`src/rtl/ram_readback_seq.sv`:
```
// Steps through the first n_valid RAM entries and holds each one for DWELL cycles on a display.
// Define RDBK_STATS_EN to build the max/min/sum pass statistics.
module ram_readback_seq #(
    parameter int unsigned DWELL = 50000000,
    parameter int unsigned AW    = 4,
    parameter int unsigned DW    = 8
) (
    input  logic             clk,
    input  logic             clr_n,
    input  logic             start,
    input  logic             pause,
    input  logic [AW:0]      n_valid,
    output logic [AW-1:0]    rd_addr,
    input  logic [DW-1:0]    rd_data,
    output logic [DW-1:0]    disp_val,
    output logic [AW-1:0]    disp_idx,
    output logic             disp_valid,
    output logic             busy,
    output logic             done,
    output logic [DW-1:0]    max_val,
    output logic [DW-1:0]    min_val,
    output logic [DW+AW-1:0] sum_val
);

    localparam int unsigned Depth  = 2 ** AW;
    localparam int unsigned DwellW = (DWELL > 1) ? $clog2(DWELL) : 1;
    localparam logic [DwellW-1:0] DwellMax = DwellW'(DWELL - 1);

    typedef enum logic [1:0] {
        StIdle,
        StShow,
        StDone
    } state_e;

    state_e            state_q, state_d;
    logic [AW-1:0]     idx_q, idx_d;
    logic [AW-1:0]     last_q, last_d;
    logic [DwellW-1:0] dwell_q, dwell_d;
    logic [DW-1:0]     disp_val_q, disp_val_d;
    logic [AW-1:0]     disp_idx_q, disp_idx_d;
    logic              disp_valid_q, disp_valid_d;

    logic              clear;
    logic              capture;
    logic [AW:0]       n_sat;
    logic [AW:0]       n_last;

    // Only the index of the final entry is kept; the count itself is never needed again.
    always_comb begin
        n_sat  = (n_valid > (AW+1)'(Depth)) ? (AW+1)'(Depth) : n_valid;
        n_last = n_sat - (AW+1)'(1);
    end

    always_comb begin
        state_d = state_q;
        idx_d   = idx_q;
        last_d  = last_q;
        dwell_d = dwell_q;
        clear   = 1'b0;
        capture = 1'b0;
        rd_addr = '0;
        busy    = 1'b0;
        done    = 1'b0;

        unique case (state_q)
            StIdle: begin
                if (start) begin
                    clear   = 1'b1;
                    idx_d   = '0;
                    dwell_d = '0;
                    if (n_valid == '0) begin
                        state_d = StDone;
                    end else begin
                        last_d  = n_last[AW-1:0];
                        state_d = StShow;
                    end
                end
            end
            StShow: begin
                busy    = 1'b1;
                rd_addr = idx_q;
                if (!pause) begin
                    capture = (dwell_q == '0);
                    if (dwell_q == DwellMax) begin
                        dwell_d = '0;
                        if (idx_q == last_q) begin
                            state_d = StDone;
                        end else begin
                            idx_d = idx_q + AW'(1);
                        end
                    end else begin
                        dwell_d = dwell_q + DwellW'(1);
                    end
                end
            end
            StDone: begin
                done    = 1'b1;
                state_d = StIdle;
            end
            default: state_d = StIdle;
        endcase
    end

    always_comb begin
        disp_val_d   = disp_val_q;
        disp_idx_d   = disp_idx_q;
        disp_valid_d = disp_valid_q;
        if (clear) begin
            disp_val_d   = '0;
            disp_idx_d   = '0;
            disp_valid_d = 1'b0;
        end else if (capture) begin
            disp_val_d   = rd_data;
            disp_idx_d   = idx_q;
            disp_valid_d = 1'b1;
        end
    end

    always_ff @(posedge clk) begin
        if (!clr_n) begin
            state_q      <= StIdle;
            idx_q        <= '0;
            last_q       <= '0;
            dwell_q      <= '0;
            disp_val_q   <= '0;
            disp_idx_q   <= '0;
            disp_valid_q <= 1'b0;
        end else begin
            state_q      <= state_d;
            idx_q        <= idx_d;
            last_q       <= last_d;
            dwell_q      <= dwell_d;
            disp_val_q   <= disp_val_d;
            disp_idx_q   <= disp_idx_d;
            disp_valid_q <= disp_valid_d;
        end
    end

    assign disp_val   = disp_val_q;
    assign disp_idx   = disp_idx_q;
    assign disp_valid = disp_valid_q;

`ifdef RDBK_STATS_EN
    logic [DW-1:0]    max_q, max_d;
    logic [DW-1:0]    min_q, min_d;
    logic [DW+AW-1:0] sum_q, sum_d;

    // disp_valid_q is low until the first capture of a pass, so it doubles as the first-entry flag.
    always_comb begin
        max_d = max_q;
        min_d = min_q;
        sum_d = sum_q;
        if (clear) begin
            max_d = '0;
            min_d = '0;
            sum_d = '0;
        end else if (capture) begin
            if (!disp_valid_q) begin
                max_d = rd_data;
                min_d = rd_data;
                sum_d = {{AW{1'b0}}, rd_data};
            end else begin
                if (rd_data > max_q) max_d = rd_data;
                if (rd_data < min_q) min_d = rd_data;
                sum_d = sum_q + {{AW{1'b0}}, rd_data};
            end
        end
    end

    always_ff @(posedge clk) begin
        if (!clr_n) begin
            max_q <= '0;
            min_q <= '0;
            sum_q <= '0;
        end else begin
            max_q <= max_d;
            min_q <= min_d;
            sum_q <= sum_d;
        end
    end

    assign max_val = max_q;
    assign min_val = min_q;
    assign sum_val = sum_q;
`else
    assign max_val = '0;
    assign min_val = '0;
    assign sum_val = '0;
`endif

    a_done_single : assert property (@(posedge clk) disable iff (!clr_n) done |=> !done);
    a_busy_done_excl : assert property (@(posedge clk) disable iff (!clr_n) !(busy && done));
    a_addr_idle : assert property (@(posedge clk) disable iff (!clr_n) !busy |-> rd_addr == '0);

endmodule

```
`config.mk`:
```
export PLATFORM = sky130hd
export DESIGN_NAME = ram_readback_seq
export DESIGN_NICKNAME = d
export VERILOG_FILES = /design/src/rtl/ram_readback_seq.sv
export SDC_FILE = /design/constraint.sdc
export NUM_CORES = 1
export LEC_CHECK = 0
export ABC_AREA = 1
export CAP_MARGIN = 20
export CORE_ASPECT_RATIO = 0.6
export CORE_MARGIN = 3
export CORE_UTILIZATION = 47
export DETAILED_ROUTE_END_ITERATION = 8
export PLACE_DENSITY = 0.75
export SLEW_MARGIN = 20
export SYNTH_ARGS = -nofsm -noshare
export SYNTH_HDL_FRONTEND = slang
export SYNTH_SLANG_ARGS = --single-unit
```
`constraint.sdc`:
```
create_clock -name clk -period 1.45 [get_ports clk]
set_input_delay 0.145 -clock clk [delete_from_list [all_inputs] [get_ports clk]]
set_output_delay 0.145 -clock clk [all_outputs]
set_load 0.03 [all_outputs]
```
==> results of run 1 <==
==> stage by stage <==
stage	std cells	utilization, %
floorplan	480	-
global placement	616	60.2
detailed placement	616	60.2
CTS	627	64.5
global route	633	69.1
finish	633	69.1
==> power by group <==
part	internal, µW	switching, µW	total (µW)
registers	1420	74.3	1490
clock network	562	484	1050
logic	438	777	1220
total	2420	1340	3750
==> final timing paths <==
check / from / endpoint / slack [ns]
worst max-delay path: dwell_q[1] / idx_q[1] / -0.14
worst min-delay path: rd_data[0] / disp_val[0] / 0.44
worst max register to register: dwell_q[1] / idx_q[1] / -0.14
worst min register to register: last_q[3] / last_q[3] / 0.47
==> layout make-up <==
class / count / area [µm²]
clock buffer: 6 / 82.6
clock inverter: 2 / 37.5
fill: 507 / 1920
inverter: 45 / 185
multi-input combinational: 351 / 2070
sequential: 49 / 1000
tap: 84 / 105
timing repair buffer: 95 / 806
timing repair inverter: 1 / 7.51
==> layout by cell type (no fill, tap or decap), types with 11 or more instances in the layout <==
| master | instances |
|---|---|
| nor2_1 | 85 |
| nand2_2 | 11 |
| clkdlybuf4s50_1 | 14 |
| buf_4 | 60 |
| inv_1 | 38 |
| dlygate4sd2_1 | 13 |
| nor2_2 | 20 |
| dfxtp_1 | 37 |
| conb_1 | 28 |
| nand3_1 | 11 |
| nand2_1 | 91 |
==> layer usage <==
metal | GRT usage (%) | wire length [µm] | vias up
met1 | 30.4 | 4000 | 1443
met2 | 29.8 | 3770 | 103
li1 | - | - | 1559
met4 | 4.61 | 84 | 0
met5 | 0 | 0 | -
met3 | 5.67 | 567 | 12
==> state kept, by name, summed over array words and instances (netlist names) <==
register	count
disp_valid	1
disp_val	8
dwell_q	26
last_q	4
state_q	2
idx_q	4
disp_idx	4
==> what timing repair did <==
item / 4_1_cts / 5_1_grt
setup buffers: 2 / 4
setup endpoints to repair: 61 / 51
resized for setup: 48 / 68
pin swaps: 16 / 17
gates cloned: 1 / 2
==> worst reg2reg max path, cell delays in order (launching register included) <==
cell	delay (ns)
dfxtp_4	0.38
ha_4	0.15
nand2_4	0.05
nor2_4	0.12
nand2_2	0.06
nor2_2	0.10
nand2_2	0.10
nand2_4	0.14
nand3_4	0.13
nand2_1	0.09
nand2_1	0.05
nor2_1	0.15
==> kinds of logic after synthesis <==
group / count (synthesis) / synth area share [%]
compound gates: 41 / 7.15
xor+xnor: 10 / 2.86
fa+ha+maj: 4 / 1.63
buf+inv: 81 / 14.9
flops: 49 / 32.0
other cells: 1 / 0.122
simple gates: 267 / 41.3
==> impl_metrics.csv, run 1 <==
group,metric,value,unit
status,outcome,"finished with violations",
status,failed_checks,"negative setup slack",
global_routing,grt_start_max_net_pins,16,
pwr,total_power,3750,µW
sta,hold_viol,0,
placement,postPlaceCellArea,3750,µm²
placement,numPortBuffers,35,
floorplan,ios,64,
worst_setup_path,crit_family,"simple AND/OR/NAND/NOR gates",
worst_setup_path,cp_num_buf_inv,0,
synthesis,yosys-top-cells-area,"dfxtp_1, nor2_1, nand2_1",
synthesis,yosys_warnings,0,
worst_setup_path,path_max_fanout,7,
sta,timing.fmax,629,MHz
synthesis,synth_cells,453,
cells_and_area,final_area,4300,µm²
pwr,power_per_cell_area,873,nW/µm²
worst_setup_path,cp_slowest_cell,"dfxtp_4",
clock_network,clock_tree.root_cell,"clkbuf_8",
worst_hold_path,hold_depth,3,
synthesis,synth_top_cell_area_share,32.0,%
clock_network,cts_tree,"built",
sta,fin_skew,0.0101,ns
global_routing,grt_pass1_wl,12100,µm
drt,ant_nets,0,
clock_network,cts_buffer_depth,2,
worst_setup_path,worstPathArrival,1.83,ns
worst_setup_path,worstPathRequired,1.69,ns
sta,drv_slew,0,
synthesis,synth_area,3060,µm²
sta,rsz0062_at_grt,"true",
floorplan,coreArea,6220,µm²
worst_setup_path,max_stage_delay,0.38,ns
global_routing,grt_use_total,20.6,%
synthesis,synth_edf_count,0,
synthesis,synth-seq-cells,49,
cells_and_area,fin_nets,569,
drt,avgViaCountPerCell,4.92,
floorplan,fp.dieH,68.5,µm
pwr,ir_drop,0.430,mV
placement,hpwl,5850,µm
global_routing,overflow,0,
sta,finalSetupViolCount,29,
worst_setup_path,end_kind,"flip-flop",
synthesis,avgSynthCellArea,6.76,µm²
synthesis,yosys.cell_types.count,38,
pwr,leakage,0.00183,µW
cells_and_area,drive_gt1_share,33.7,%
clock_network,clock-sinks,49,
synthesis,synth_ff_type,"dfxtp_1",
worst_setup_path,startpoint_type,"flip-flop",
cells_and_area,n_antenna_cell,0,
global_routing,antenna_found_initial,0,
flow_run,maxCapViolations,0,
synthesis,seq_area_frac_synth,32.0,%
placement,place_congestion,0.895,
synthesis,synth_top_cell_by_area,"dfxtp_1",
clock_network,clk_pin_slew_worst_paths,0.10,ns
floorplan,initial_utilization,49.2,%
worst_hold_path,hold_class,"input port to flip-flop",
sta,hold_ws,0.436,ns
floorplan,fp-row-count,22,
drt,wl,8420,µm
clock_network,cts_max_level,2,
drt,post_drt_wl_per_cell,13.3,µm
placement,place_ws,-0.293,ns
worst_setup_path,cp_num_cells,11,
clock_network,cts_buffers,5,
floorplan,dieArea,7550,µm²
worst_setup_path,worst-setup-path-type,"flip-flop to flip-flop",
clock_network,clk_latency,0.31,ns
worst_setup_path,crit_chain,"ha_4, nand2_4, nor2_4, nand2_2, nor2_2, nand2_2, nand2_4, nand3_4, nand2_1, nand2_1, nor2_1",
drt,drtIter0Drc,228,
clock_network,postCtsHoldBufs,0,
drt,drt_first_pass_iters,5,
sta,final.period_utilization,110,%
cells_and_area,areaGrowthSynthToFinish,40.4,%
synthesis,synth_common_cells,"nor2_1, nand2_1, dfxtp_1, inv_1, buf_4",
synthesis,async_reset_ff_share,0,%
sta,timing.final.ws_setup,-0.139,ns
sta,tns,-1.17,ns
sta,min_period,1.59,ns
floorplan,die_w,110,µm
drt,vias,3117,
drt,drcViolationCount,0,
worst_setup_path,worstRegToRegCells,11,
global_routing,grt_pass1_vias,2590,
synthesis,yosysMostFrequentCell,"nor2_1",
Note: power is estimated with default switching activity, not from simulation.
==> run 2, diff against run 1 <==
clock period = 1.42 ns   (was 1.45 ns; I/O delays follow)
==> run 2 against run 1 <==
Compared with the run above:
- largest power group unchanged
- critical path depth fell by 4
- via count rose by 4.6%
- highest routed layer unchanged
- hold slack got worse by 0.20 ns
- power rose by 8.9%
- register-to-register slack got worse by 0.04 ns
- the run still ends with negative setup slack left
- wire length rose by 7.8%
==> impl_metrics.csv, run 2 (synthesis gave the netlist of run 1 again) <==
group,metric,value,unit
cells_and_area,regMostFlops,"dwell_q",
global_routing,antenna_found_initial,0,
worst_setup_path,worstRegToRegCells,7,
clock_network,cts_tree,"built",
worst_setup_path,max_stage_delay,0.43,ns
sta,final.period_utilization,113,%
floorplan,die_w,110,µm
flow_run,maxCapViolations,0,
floorplan,fp-row-count,22,
pwr,power_per_cell_area,900,nW/µm²
worst_setup_path,path_max_fanout,4,
sta,rsz0062_at_grt,"true",
global_routing,grt_pass1_wl,12500,µm
clock_network,clock-sinks,49,
worst_setup_path,cp_common_cell,"nor2_1",
floorplan,initial_utilization,49.2,%
cells_and_area,layout_common_cells,"nand2_1, nor2_1, buf_4",
worst_setup_path,cp_num_buf_inv,1,
sta,timing.final.ws_setup,-0.180,ns
clock_network,cts_max_level,2,
drt,drtIter0Drc,280,
sta,drv_slew,0,
worst_setup_path,crit_chain,"nand2_2, nor2_1, nand4_1, buf_4, nor2_1, xor2_1, nor2_1",
pwr,p_sw,1420,µW
cells_and_area,fin_nets,586,
clock_network,cts_buffers,5,
worst_setup_path,crit_family,"simple AND/OR/NAND/NOR gates",
drt,post_drt_wl_per_cell,14.0,µm
drt,avgViaCountPerCell,5.01,
worst_setup_path,end_kind,"flip-flop",
drt,vias,3259,
cells_and_area,fillers,449,
global_routing,overflow,0,
cells_and_area,largest_register_ffs,26,
sta,hold_viol,0,
sta,timing.fmax,625,MHz
clock_network,clk_latency,0.32,ns
status,outcome,"finished with violations",
worst_setup_path,startpoint_type,"flip-flop",
cells_and_area,drive_gt1_share,37.6,%
sta,tns,-4.84,ns
worst_hold_path,hold_class,"input port to flip-flop",
cells_and_area,n_antenna_cell,0,
floorplan,ios,64,
pwr,ir_drop,0.569,mV
worst_setup_path,worstPathArrival,1.82,ns
global_routing,grt_start_max_net_pins,16,
pwr,clkPwrFrac,29.5,%
pwr,p_seq_share,37.4,%
pwr,total_power,4090,µW
drt,ant_nets,0,
drt,route.met3.wl,564,µm
pwr,combPwrFrac,33.1,%
sta,hold_ws,0.233,ns
floorplan,dieArea,7550,µm²
sta,min_period,1.60,ns
clock_network,clock_tree.root_cell,"clkbuf_8",
worst_setup_path,cp_num_cells,7,
drt,m1WireLength,4060,µm
placement,hpwl,6370,µm
clock_network,clk_pin_slew_worst_paths,0.09,ns
pwr,leakage,0.00200,µW
placement,place_congestion,0.967,
pwr,p_sw_share,34.8,%
cells_and_area,final_cell_count_no_fill,650,
global_routing,grt_use_total,21.6,%
placement,numPortBuffers,35,
placement,place_ws,-0.365,ns
cells_and_area,areaGrowthSynthToFinish,48.2,%
drt,highest_layer,"met4",
floorplan,fp.dieH,68.5,µm
clock_network,cts_buffer_depth,2,
drt,wl,9080,µm
drt,drcViolationCount,0,
worst_hold_path,hold_depth,5,
global_routing,grt_pass1_vias,2714,
floorplan,coreArea,6220,µm²
worst_setup_path,cp_slowest_cell,"dfxtp_2",
status,failed_checks,"negative setup slack",
pwr,p_int,2670,µW
sta,fin_skew,0.00741,ns
sta,finalSetupViolCount,43,
drt,met2_length,4330,µm
cells_and_area,final_common_cell,"nand2_1",
worst_setup_path,worstPathRequired,1.64,ns
worst_setup_path,worst-setup-path-type,"flip-flop to flip-flop",
drt,drt_first_pass_iters,5,
placement,numPlacedInstances,631,
## run 2: changes by cell type in the layout (fill, tap and decap cells not counted), sizes merged
cell	delta
clkbuf	-1
clkdlybuf4s50	-1
inv	+1
bufinv	+1
clkinvlp	-3
clkinv	+1
buf	+18
dlymetal6s2s	+1
## run 2: routing by layer
layer / track usage, % / vias up
met5: 0 / -
met4: 5.22 / 0
met3: 4.56 / 19
met2: 33.3 / 102
met1: 30.8 / 1544
li1: - / 1594
## run 2: through the flow
step | utilization [%] | cell area [µm²]
6_report | 73.0 | 4540
5_1_grt | 73.0 | 4540
4_1_cts | 66.8 | 4160
3_5_place_dp | 62.2 | 3870
3_3_place_gp | 62.2 | 3870
2_1_floorplan | - | 3190
## run 2: worst paths after layout
check,start,endpoint,slack [ns]
max,dwell_q[5],dwell_q[16],-0.18
min,n_valid[3],last_q[3],0.23
max reg2reg,dwell_q[5],dwell_q[16],-0.18
min reg2reg,last_q[3],last_q[3],0.46
## run 2: what timing repair did
item                                   in CTS  in global routing
buffers inserted                            2                  7
endpoints found under the hold margin       0                  0
hold buffers                                0                  0
resized for setup                          54                 90
setup endpoints to repair                  63                 54
gates cloned                                0                  2
pin swaps                                  13                 40
## run 2: power groups by stage
stage | registers [µW] | logic, µW | clock network (µW)
finish | 1530 | 1350 | 1200
global route | 1540 | 1450 | 1270
CTS | 1520 | 1160 | 1220
detailed placement | 1550 | 1080 | 0
global placement | 1550 | 1050 | 0
floorplan | 1580 | 714 | 0
## run 2: worst register-to-register path: stages, from the launching register on
cell and delay, ns:
dfxtp_2 0.43, nand2_2 0.13, nor2_1 0.26, nand4_1 0.19
buf_4 0.17, nor2_1 0.11, xor2_1 0.16, nor2_1 0.05
## run 2: area by class of cell
class                           count  area [µm²]  area share (%)
Multi-Input combinational cell    351        2130            47.0
Sequential cell                    49        1010            22.2
Timing Repair Buffer              113         977            21.5
Inverter                           45         186            4.11
Tap cell                           84         105            2.31
Clock buffer                        5        68.8            1.52
Clock inverter                      3        65.1            1.43
